[config.mk]
export PLATFORM = sky130hd
export DESIGN_NAME = bank_enable_table_flat
export DESIGN_NICKNAME = d
export VERILOG_FILES = /design/src/rtl/bank_enable_table_if.sv /design/src/rtl/bank_enable_table.sv /design/src/flat_wrapper.sv
export SDC_FILE = /design/constraint.sdc
export NUM_CORES = 2
export LEC_CHECK = 0
export CAP_MARGIN = 25
export CORE_UTILIZATION = 50
export CTS_BUF_LIST = sky130_fd_sc_hd__clkbuf_8
export CTS_CLUSTER_SIZE = 25
export DETAILED_ROUTE_END_ITERATION = 8
export PLACE_DENSITY = 0.69
export SYNTH_ARGS = -nofsm -noshare
export SYNTH_HDL_FRONTEND = slang
export SYNTH_SLANG_ARGS = --single-unit
[constraint.sdc]
create_clock -name fpga_clk -period 100.6 [get_ports fpga_clk]
set_input_delay 20.12 -clock fpga_clk [delete_from_list [all_inputs] [get_ports fpga_clk]]
set_output_delay 20.12 -clock fpga_clk [all_outputs]
set_load 0.02 [all_outputs]
[src/rtl/bank_enable_table_if.sv]
`default_nettype none
// ============================================================================
// Module      : bank_enable_table_if
// Description : Host CPU bus bundle seen by the chip-select table
//               (address/phase/direction in, RAM select/bus enable out).
// Revision    : 1.0 - initial release
// ============================================================================
interface bank_enable_table_if #(
  parameter int ADDR_WIDTH = 16
);
  logic [ADDR_WIDTH-1:0] address;
  logic                  phi2;
  logic                  rwbar;
  logic                  mreq;
  logic                  cs_ram;
  logic                  cs_bus;
  logic                  we;

  modport master (
    output address, phi2, rwbar, mreq,
    input  cs_ram, cs_bus, we
  );

  modport slave (
    input  address, phi2, rwbar, mreq,
    output cs_ram, cs_bus, we
  );
endinterface
`default_nettype wire

[src/rtl/bank_enable_table.sv]
`default_nettype none
// ============================================================================
// Module      : bank_enable_table
// Description : Banked per-region, per-direction RAM/bus chip-select table
//               with self-clear, glitch-free bank switching and region
//               disable. Optional write-protect fault capture: WP_FAULT_EN.
// Revision    : 1.0 - initial release
// ============================================================================
module bank_enable_table #(
  parameter int ADDR_WIDTH  = 16,
  parameter int GRANULARITY = 256,
  parameter int NUM_BANKS   = 4
) (
  input  wire logic                                      fpga_clk,
  input  wire logic                                      rst_n,
  bank_enable_table_if.slave                             cpu,
  input  wire logic                                      table_we,
  input  wire logic [$clog2(NUM_BANKS)-1:0]              table_bank,
  input  wire logic [ADDR_WIDTH-$clog2(GRANULARITY):0]   table_write_addr,
  input  wire logic [1:0]                                table_val,
  output logic                                           table_rdy,
  input  wire logic                                      clear_req,
  input  wire logic                                      bank_req,
  input  wire logic [$clog2(NUM_BANKS)-1:0]              bank_sel,
  output logic                                           bank_ack,
  output logic [$clog2(NUM_BANKS)-1:0]                   active_bank,
`ifdef WP_FAULT_EN
  output logic                                           fault,
  output logic [ADDR_WIDTH-1:0]                          fault_addr,
  input  wire logic                                      fault_clr,
`endif
  input  wire logic                                      ram_disable,
  input  wire logic                                      rom_disable
);

  localparam int c_RB    = ADDR_WIDTH - $clog2(GRANULARITY);
  localparam int c_BB    = $clog2(NUM_BANKS);
  localparam int c_IW    = c_BB + 1 + c_RB;
  localparam int c_DEPTH = 2 ** c_IW;
  localparam logic [c_IW:0] c_CNT_ONE = {{c_IW{1'b0}}, 1'b1};

  typedef enum logic [0:0] {
    ST_CLEAR = 1'b0,
    ST_IDLE  = 1'b1
  } state_t;

  state_t          r_state;
  logic [c_IW:0]   r_clr_cnt;
  logic [1:0]      r_table [0:c_DEPTH-1];
  logic [1:0]      r_outval;
  logic            r_disable_region;
  logic [c_BB-1:0] r_active_bank;
  logic [c_BB-1:0] r_pend_bank;
  logic            r_pending;
  logic            r_bank_ack;

  logic [c_RB-1:0] w_region;
  logic [1:0]      w_lookup;
  logic [1:0]      w_wr_entry;
  logic [1:0]      w_rd_entry;
  logic            w_disable_next;

  assign w_region   = cpu.address[ADDR_WIDTH-1 -: c_RB];
  assign w_lookup   = r_table[{r_active_bank, cpu.rwbar, w_region}];
  assign w_wr_entry = r_table[{r_active_bank, 1'b0, w_region}];
  assign w_rd_entry = r_table[{r_active_bank, 1'b1, w_region}];

  // ROM-type region: readable RAM but not writable; RAM-type: both.
  assign w_disable_next = (rom_disable & ~w_wr_entry[1] & w_rd_entry[1])
                        | (ram_disable &  w_wr_entry[1] & w_rd_entry[1]);

  always_ff @(posedge fpga_clk or negedge rst_n) begin
    if (!rst_n) begin
      r_state          <= ST_CLEAR;
      r_clr_cnt        <= '0;
      r_outval         <= 2'b01;
      r_disable_region <= 1'b0;
      r_active_bank    <= '0;
      r_pend_bank      <= '0;
      r_pending        <= 1'b0;
      r_bank_ack       <= 1'b0;
    end else begin
      // Bank changes only land while phi2 is low, so a cycle never sees two maps.
      r_bank_ack <= 1'b0;
      if (r_pending && !cpu.phi2) begin
        r_active_bank <= r_pend_bank;
        r_pending     <= 1'b0;
        r_bank_ack    <= 1'b1;
      end
      if (bank_req) begin
        r_pend_bank <= bank_sel;
        r_pending   <= 1'b1;
      end

      if (clear_req) begin
        r_state          <= ST_CLEAR;
        r_clr_cnt        <= '0;
        r_outval         <= 2'b01;
        r_disable_region <= 1'b0;
      end else begin
        case (r_state)
          ST_CLEAR: begin
            r_outval         <= 2'b01;
            r_disable_region <= 1'b0;
            if (!r_clr_cnt[c_IW]) begin
              r_clr_cnt <= r_clr_cnt + c_CNT_ONE;
            end
            if (&r_clr_cnt[c_IW-1:0]) begin
              r_state <= ST_IDLE;
            end
          end
          default: begin
            r_outval         <= w_lookup;
            r_disable_region <= w_disable_next;
          end
        endcase
      end
    end
  end

  // Table storage is rebuilt by the clear sweep, so it carries no reset.
  always_ff @(posedge fpga_clk) begin
    if (!clear_req) begin
      if (r_state == ST_CLEAR) begin
        r_table[r_clr_cnt[c_IW-1:0]] <= 2'b01;
      end else if (table_we) begin
        r_table[{table_bank, table_write_addr}] <= table_val;
      end
    end
  end

`ifdef WP_FAULT_EN
  logic                  r_fault;
  logic [ADDR_WIDTH-1:0] r_fault_addr;
  logic                  w_fault_hit;

  assign w_fault_hit = (r_state == ST_IDLE) & cpu.phi2 & ~cpu.rwbar & cpu.mreq
                     & (w_wr_entry == 2'b00);

  always_ff @(posedge fpga_clk or negedge rst_n) begin
    if (!rst_n) begin
      r_fault      <= 1'b0;
      r_fault_addr <= '0;
    end else if (w_fault_hit && (!r_fault || fault_clr)) begin
      r_fault      <= 1'b1;
      r_fault_addr <= cpu.address;
    end else if (fault_clr) begin
      r_fault <= 1'b0;
    end
  end

  assign fault      = r_fault;
  assign fault_addr = r_fault_addr;
`endif

  assign cpu.cs_ram  = cpu.phi2 & r_outval[1] & cpu.mreq & ~r_disable_region;
  assign cpu.cs_bus  = (cpu.phi2 & r_outval[0]) | ~cpu.mreq | r_disable_region;
  assign cpu.we      = cpu.phi2 & ~cpu.rwbar;
  assign table_rdy   = (r_state == ST_IDLE);
  assign bank_ack    = r_bank_ack;
  assign active_bank = r_active_bank;

endmodule
`default_nettype wire

[src/flat_wrapper.sv]
// flat-port wrapper written by rule: the top's interface ports become plain ports
module bank_enable_table_flat 
#(
  parameter int ADDR_WIDTH  = 16,
  parameter int GRANULARITY = 256,
  parameter int NUM_BANKS   = 4
)
  (fpga_clk, rst_n, table_we, table_bank, table_write_addr, table_val, table_rdy, clear_req, bank_req, bank_sel, bank_ack, active_bank, ram_disable, rom_disable, cpu_address, cpu_phi2, cpu_rwbar, cpu_mreq, cpu_cs_ram, cpu_cs_bus, cpu_we);
  bank_enable_table_if #(.ADDR_WIDTH(ADDR_WIDTH)) cpu_i ();
  input  wire logic fpga_clk;
  input  wire logic rst_n;
  input  wire logic table_we;
  input  wire logic [$clog2(NUM_BANKS)-1:0] table_bank;
  input  wire logic [ADDR_WIDTH-$clog2(GRANULARITY):0] table_write_addr;
  input  wire logic [1:0] table_val;
  output logic table_rdy;
  input  wire logic clear_req;
  input  wire logic bank_req;
  input  wire logic [$clog2(NUM_BANKS)-1:0] bank_sel;
  output logic bank_ack;
  output logic [$clog2(NUM_BANKS)-1:0] active_bank;
  input  wire logic ram_disable;
  input  wire logic rom_disable;
  input wire logic [$bits(cpu_i.address)-1:0] cpu_address;
  input wire logic [$bits(cpu_i.phi2)-1:0] cpu_phi2;
  input wire logic [$bits(cpu_i.rwbar)-1:0] cpu_rwbar;
  input wire logic [$bits(cpu_i.mreq)-1:0] cpu_mreq;
  output wire logic [$bits(cpu_i.cs_ram)-1:0] cpu_cs_ram;
  output wire logic [$bits(cpu_i.cs_bus)-1:0] cpu_cs_bus;
  output wire logic [$bits(cpu_i.we)-1:0] cpu_we;
  assign cpu_i.address = cpu_address;
  assign cpu_i.phi2 = cpu_phi2;
  assign cpu_i.rwbar = cpu_rwbar;
  assign cpu_i.mreq = cpu_mreq;
  assign cpu_cs_ram = cpu_i.cs_ram;
  assign cpu_cs_bus = cpu_i.cs_bus;
  assign cpu_we = cpu_i.we;
  bank_enable_table #(.ADDR_WIDTH(ADDR_WIDTH), .GRANULARITY(GRANULARITY), .NUM_BANKS(NUM_BANKS)) u_core (.fpga_clk(fpga_clk), .rst_n(rst_n), .cpu(cpu_i), .table_we(table_we), .table_bank(table_bank), .table_write_addr(table_write_addr), .table_val(table_val), .table_rdy(table_rdy), .clear_req(clear_req), .bank_req(bank_req), .bank_sel(bank_sel), .bank_ack(bank_ack), .active_bank(active_bank), .ram_disable(ram_disable), .rom_disable(rom_disable));
endmodule
==> After elaboration in Yosys (flattened, before gate mapping) <==
Memories as Yosys holds them, arrays and structs flattened.
Index checks and enable logic that the tools add are counted.
{ "word_totals": {"reg_bits": 22, "mem_bits_rw": 4096, "inputBits": 41, "elab_cells": 58, "n_memories": 1} }
{ "classes": {"add_sub_neg": 1, "eq_ne": 2, "n_mux": 23, "bitwise": 16, "n_reduce_logical": 6} }
{ "mem_list": {"columns": ["name", "depth", "word_bits", "read_ports", "rd_ports_with_merged_regs", "wr", "line_no", "text"], "rows": [
  ["u_core.r_table", 2048, 2, 3, 0, 1, "bank_enable_table.sv:49", "logic [1:0] r_table [0:c_DEPTH-1];"]
]} }
{ "ops": {"columns": ["cell", "count"], "rows": [
  ["$mux W12", 3],
  ["$mux W1", 16],
  ["$add A12 B1 Y12 const B", 1],
  ["$mux W11", 1],
  ["$reduce_and A11 Y1", 1],
  ["$and A1 B1 Y1", 9],
  ["$mux W2", 3],
  ["$ne A2 B2 Y1 const B", 2],
  ["$not A1 Y1", 4],
  ["$or A1 B1 Y1", 3],
  ["$reduce_and A2 Y1", 1],
  ["$reduce_bool A2 Y1", 1],
  ["$reduce_or A2 Y1", 1],
  ["$logic_and A1 B1 Y1", 1],
  ["$logic_not A1 Y1", 1]
]} }

==> Longest topological paths before layout <==
An unclocked memory read counts as a cell.
{ "logic_depth": {"depth_word": 7, "depth_mapped": 16, "depth_no_buf": 9} }

==> Worst setup path after synthesis <==
Ideal clock, no wire load.
{ "synth_path": {"path_type": "input to register", "startpoint": "in clear_req", "endpoint": "mem u_core.r_table[0][1], data pin", "setup_time_ps": 5605, "t_arrival_ps": 46201, "slack_ps": 48794, "path_stages": 3, "path_buffers": 1, "cell_sequence": "clkbuf_1 > nor2b_1 > and3_1"} }
{ "synth_between": {"elab_chain_len": 4} }
{ "synth_rtl": {"columns": ["element", "line_no", "text"], "rows": [
  ["from (decl)", "flat_wrapper.sv:17", "input wire logic clear_req;"],
  ["$mux W1", "bank_enable_table.sv:123", "if (!clear_req) begin"],
  ["$mux W1 (not written as such)", "bank_enable_table.sv:127", "r_table[{table_bank, table_write_addr}] <= table_val;"],
  ["$reduce_or A2 Y1 (no line)", null, null],
  ["$mux W2 (no line)", null, null],
  ["to (decl)", "bank_enable_table.sv:49", null]
]} }
No other way between the ends.

==> Worst setup path after layout <==
{ "layout_path": {"startpoint": "in cpu_rwbar", "endpoint": "out cpu_we"} }
{ "layout_between": {"elab_chain_len": 2} }
{ "layout_rtl": {"columns": ["element", "line_no", "text"], "rows": [
  ["from (decl)", "flat_wrapper.sv:26", "input wire logic [$bits(cpu_i.rwbar)-1:0] cpu_rwbar;"],
  ["$not A1 Y1", "bank_enable_table.sv:158", "assign cpu.we = cpu.phi2 & ~cpu.rwbar;"],
  ["$and A1 B1 Y1", "bank_enable_table.sv:158", null],
  ["to (decl)", "flat_wrapper.sv:30", "output wire logic [$bits(cpu_i.we)-1:0] cpu_we;"]
]} }
No other way between the ends.

==> out/qor.txt <==
dominant cells by area after synthesis: edfxtp_1 (73%), mux4_2 (15%), nor2_1 (4.8%)
fin nets: 9452
Die X: 581.0 um
post-synthesis cell count: 9174
setup slack after layout: 58910 ps
buffer and inverter count on the worst path: 3
Root Buffer: clkbuf_8
Critical Path RT: 80480 ps
Die ar.: 337600 sq um
CTS Sinks: 4118
CTS tree: done
row count: 212
Setup WS pre-CTS: 58900 ps
HPWL after DPL: 261900 um
Seq. cell area: 123600 sq um
# DRC: 0
outcome: finished, final reports clean
Setup-failing EPs final: 0
area grow syn2layout: 10.79%
Clk pin slew, worst setup/hold paths: 60 ps
Max-Cap Viols: 0
Setup CP Type: in2out
Startpoint Class: input port
clock skew: 83.94 ps
Slew Limit Headroom: 10.23%
synthesized area: 167600 sq um
post-synthesis sequential area ratio: 73.70%
top-count cell post-synth: edfxtp_1
post-cts resize count: 0
Final Max Slew Viols: 0
Critical Path Max Stage Delay: 620 ps
Clock Latency Late Sink: 1240 ps
Mapped Avg Cell Area: 18.27 sq um
initial antenna violation count: 27
crit path DAT: 21570 ps
DRT Wirelength: 465500 um
Crit. End Element: primary output
unrepaired setup endpoints after global routing: false
post-cts hold buffer count: 0
area leader, netlist: edfxtp_1
initial core utilization: 50.28%
Synth cell types: 72
CTS buffer count: 646
chip height: 581.0 um
commonest cells in the netlist: edfxtp_1 (4096), nor2_1 (2131), mux4_2 (1133)
Ys Warns: 0
via count: 91840
critical path's slowest cell: clkdlybuf4s50_1
TNS Setup: 0 ps
layout cell share with drive strength beyond 1: 23.41%
aggregate global routing overflow: 0
clock buffer depth: 4
Total GRT Usage: 27.35%
crit path time final: 41690 ps
area of the core: 333400 sq um
syn nets: 9216
number of synthesized flops with an enable pin: 4096
most used cell, CP: clkdlybuf4s50_1
I/O pin cnt: 48
#FFs+latches synth: 4118
crit-path leading delay family: buffers and inverters
Power Dens Cells: 17.71 nW/um^2
Leak: 65.64 nW
final hold vios: 0
Worst VDD drop: 0.00001165 V
largest net degree at the start of global routing: 277
Max Freq: 0.02399 GHz
H-tree levels: 6
number of DRC markers in iteration 0: 13370
fillers: 24890
Final GP Congestion: 0.8516
drt pass-1 iters: 7
worst hold path class: reg2reg
PortBufs: 39
area of the multi-input gates: 40760 sq um
crit path cell chain: clkdlybuf4s50_1, buf_16, nor2b_1, clkdlybuf4s50_1
period utilization: 41.44%
wire per inst: 32.52 um
worst slew pin tran: 1347 ps
CP max FO: 2
first-pass GRT wire length: 661800 um
ANT nets after route: 0
share of the synthesized area in the top cell type: 73.37%
via density per instance: 6.416
async set-reset flop share out of synthesis: 0.5342%
post-CTS setup buffer count: 0
vias in the first global route: 94230
prevailing post-synth register cell: edfxtp_1
[path summary, 6_finish.rpt]
check	start	end	slack (ps)	depth (start not counted)
worst max register to register	u_core.table_rdy$_DFF_PN0_	u_core.r_table[633][0]$_DFFE_PP_	94860	6
worst min-delay path	u_core.r_pending$_DFFE_PN0P_	u_core.r_pending$_DFFE_PN0P_	500	1
worst min register to register	u_core.r_pending$_DFFE_PN0P_	u_core.r_pending$_DFFE_PN0P_	500	1
min in group asynchronous	rst_n	u_core.bank_ack$_DFF_PN0_	19090	1
worst max-delay path	cpu_rwbar	cpu_we	58910	4
max in group asynchronous	rst_n	u_core.r_outval[0]$_DFF_PN1_	81060	2
[sequential cells by signal (all words and copies together), names as in the netlist]
signal                   flops
u_core.active_bank           2
u_core.r_pend_bank           2
u_core.r_clr_cnt            12
u_core.bank_ack              1
u_core.table_rdy             1
u_core.r_table            4096
u_core.r_pending             1
u_core.r_outval              2
u_core.r_disable_region      1
[stage by stage]
step	util (%)	power (mW)	cell area (sq um)	hold slack, ps	std cells
2_1_floorplan	-	1.968	167600	441.3	9174
6_report	55.70	3.289	185700	499.0	14310
5_1_grt	55.69	3.371	185700	509.5	14300
3_3_place_gp	51.59	2.013	172000	458.7	13070
4_1_cts	55.39	3.297	184700	470.0	14250
3_5_place_dp	51.89	2.013	173000	457.9	13110
[cell families (layout without fill, tap and decap cells)]
family | after synthesis | count (layout) | share of synthesized area (%)
other cells | 0 | 19 | 0
fa+ha+maj | 1 | 1 | 0.007462
mux | 1336 | 1336 | 16.45
compound gates | 355 | 355 | 1.516
simple gates | 2601 | 2601 | 6.070
flops | 4118 | 4118 | 73.70
buf+inv | 754 | 1487 | 2.213
xor+xnor | 9 | 9 | 0.04702
[power breakdown]
group / switching (mW) / internal [mW] / total, mW
Combinational: 0.0786 / 0.0417 / 0.120
Sequential: 0.000337 / 1.86 / 1.86
Clock: 0.663 / 0.647 / 1.31
Total: 0.742 / 2.55 / 3.29
[final cells by class]
| class | count | area share (%) |
|---|---|---|
| Sequential cell | 4118 | 66.52 |
| Multi-Input combinational cell | 4302 | 21.95 |
| Clock buffer | 657 | 4.869 |
| Tap cell | 4387 | 2.955 |
| Timing Repair Buffer | 331 | 2.242 |
| Clock inverter | 488 | 1.411 |
| Inverter | 11 | 0.02964 |
| Antenna cell | 19 | 0.02560 |
[worst reg2reg max path, cell delays in order, from the launching register on]
cell and delay [ps]:
dfrtp_1 460, nand2b_1 400, or3_4 840, buf_4 1000
buf_4 780, buf_4 840, buf_4 950
[layout by cell type, fill, tap and decap left out, types with 12 or more instances in the layout]
| cell type | instances |
|---|---|
| a22oi_1 | 53 |
| mux2i_1 | 180 |
| inv_8 | 13 |
| nand3_1 | 52 |
| dfrtp_1 | 21 |
| nand2_1 | 243 |
| and3_1 | 13 |
| bufinv_16 | 14 |
| buf_4 | 199 |
| o22ai_1 | 29 |
| a21oi_1 | 51 |
| nor2_1 | 2114 |
| a221oi_1 | 22 |
| o21ai_0 | 34 |
| buf_8 | 15 |
| a31oi_1 | 25 |
| mux2_2 | 23 |
| nor3_1 | 29 |
| nor2b_1 | 17 |
| diode_2 | 19 |
| clkdlybuf4s50_1 | 31 |
| nand2_4 | 31 |
| clkbuf_8 | 657 |
| a22o_1 | 12 |
| clkinv_1 | 167 |
| mux4_2 | 1133 |
| clkinvlp_4 | 18 |
| clkinv_2 | 71 |
| o211ai_1 | 12 |
| and2_1 | 21 |
| edfxtp_1 | 4096 |
| a2111oi_0 | 12 |
| inv_1 | 194 |
| a211oi_1 | 21 |
| buf_16 | 64 |
| o221ai_1 | 13 |
| nand4_1 | 13 |
| buf_12 | 16 |
[metal layers]
| layer | track usage [%] | routed length (um) |
|---|---|---|
| met5 | 0 | 137 |
| met4 | 11.62 | 21360 |
| met3 | 6.488 | 52640 |
| met2 | 44.18 | 224800 |
| met1 | 35.74 | 166600 |
Power figures use the tool's default switching activity.
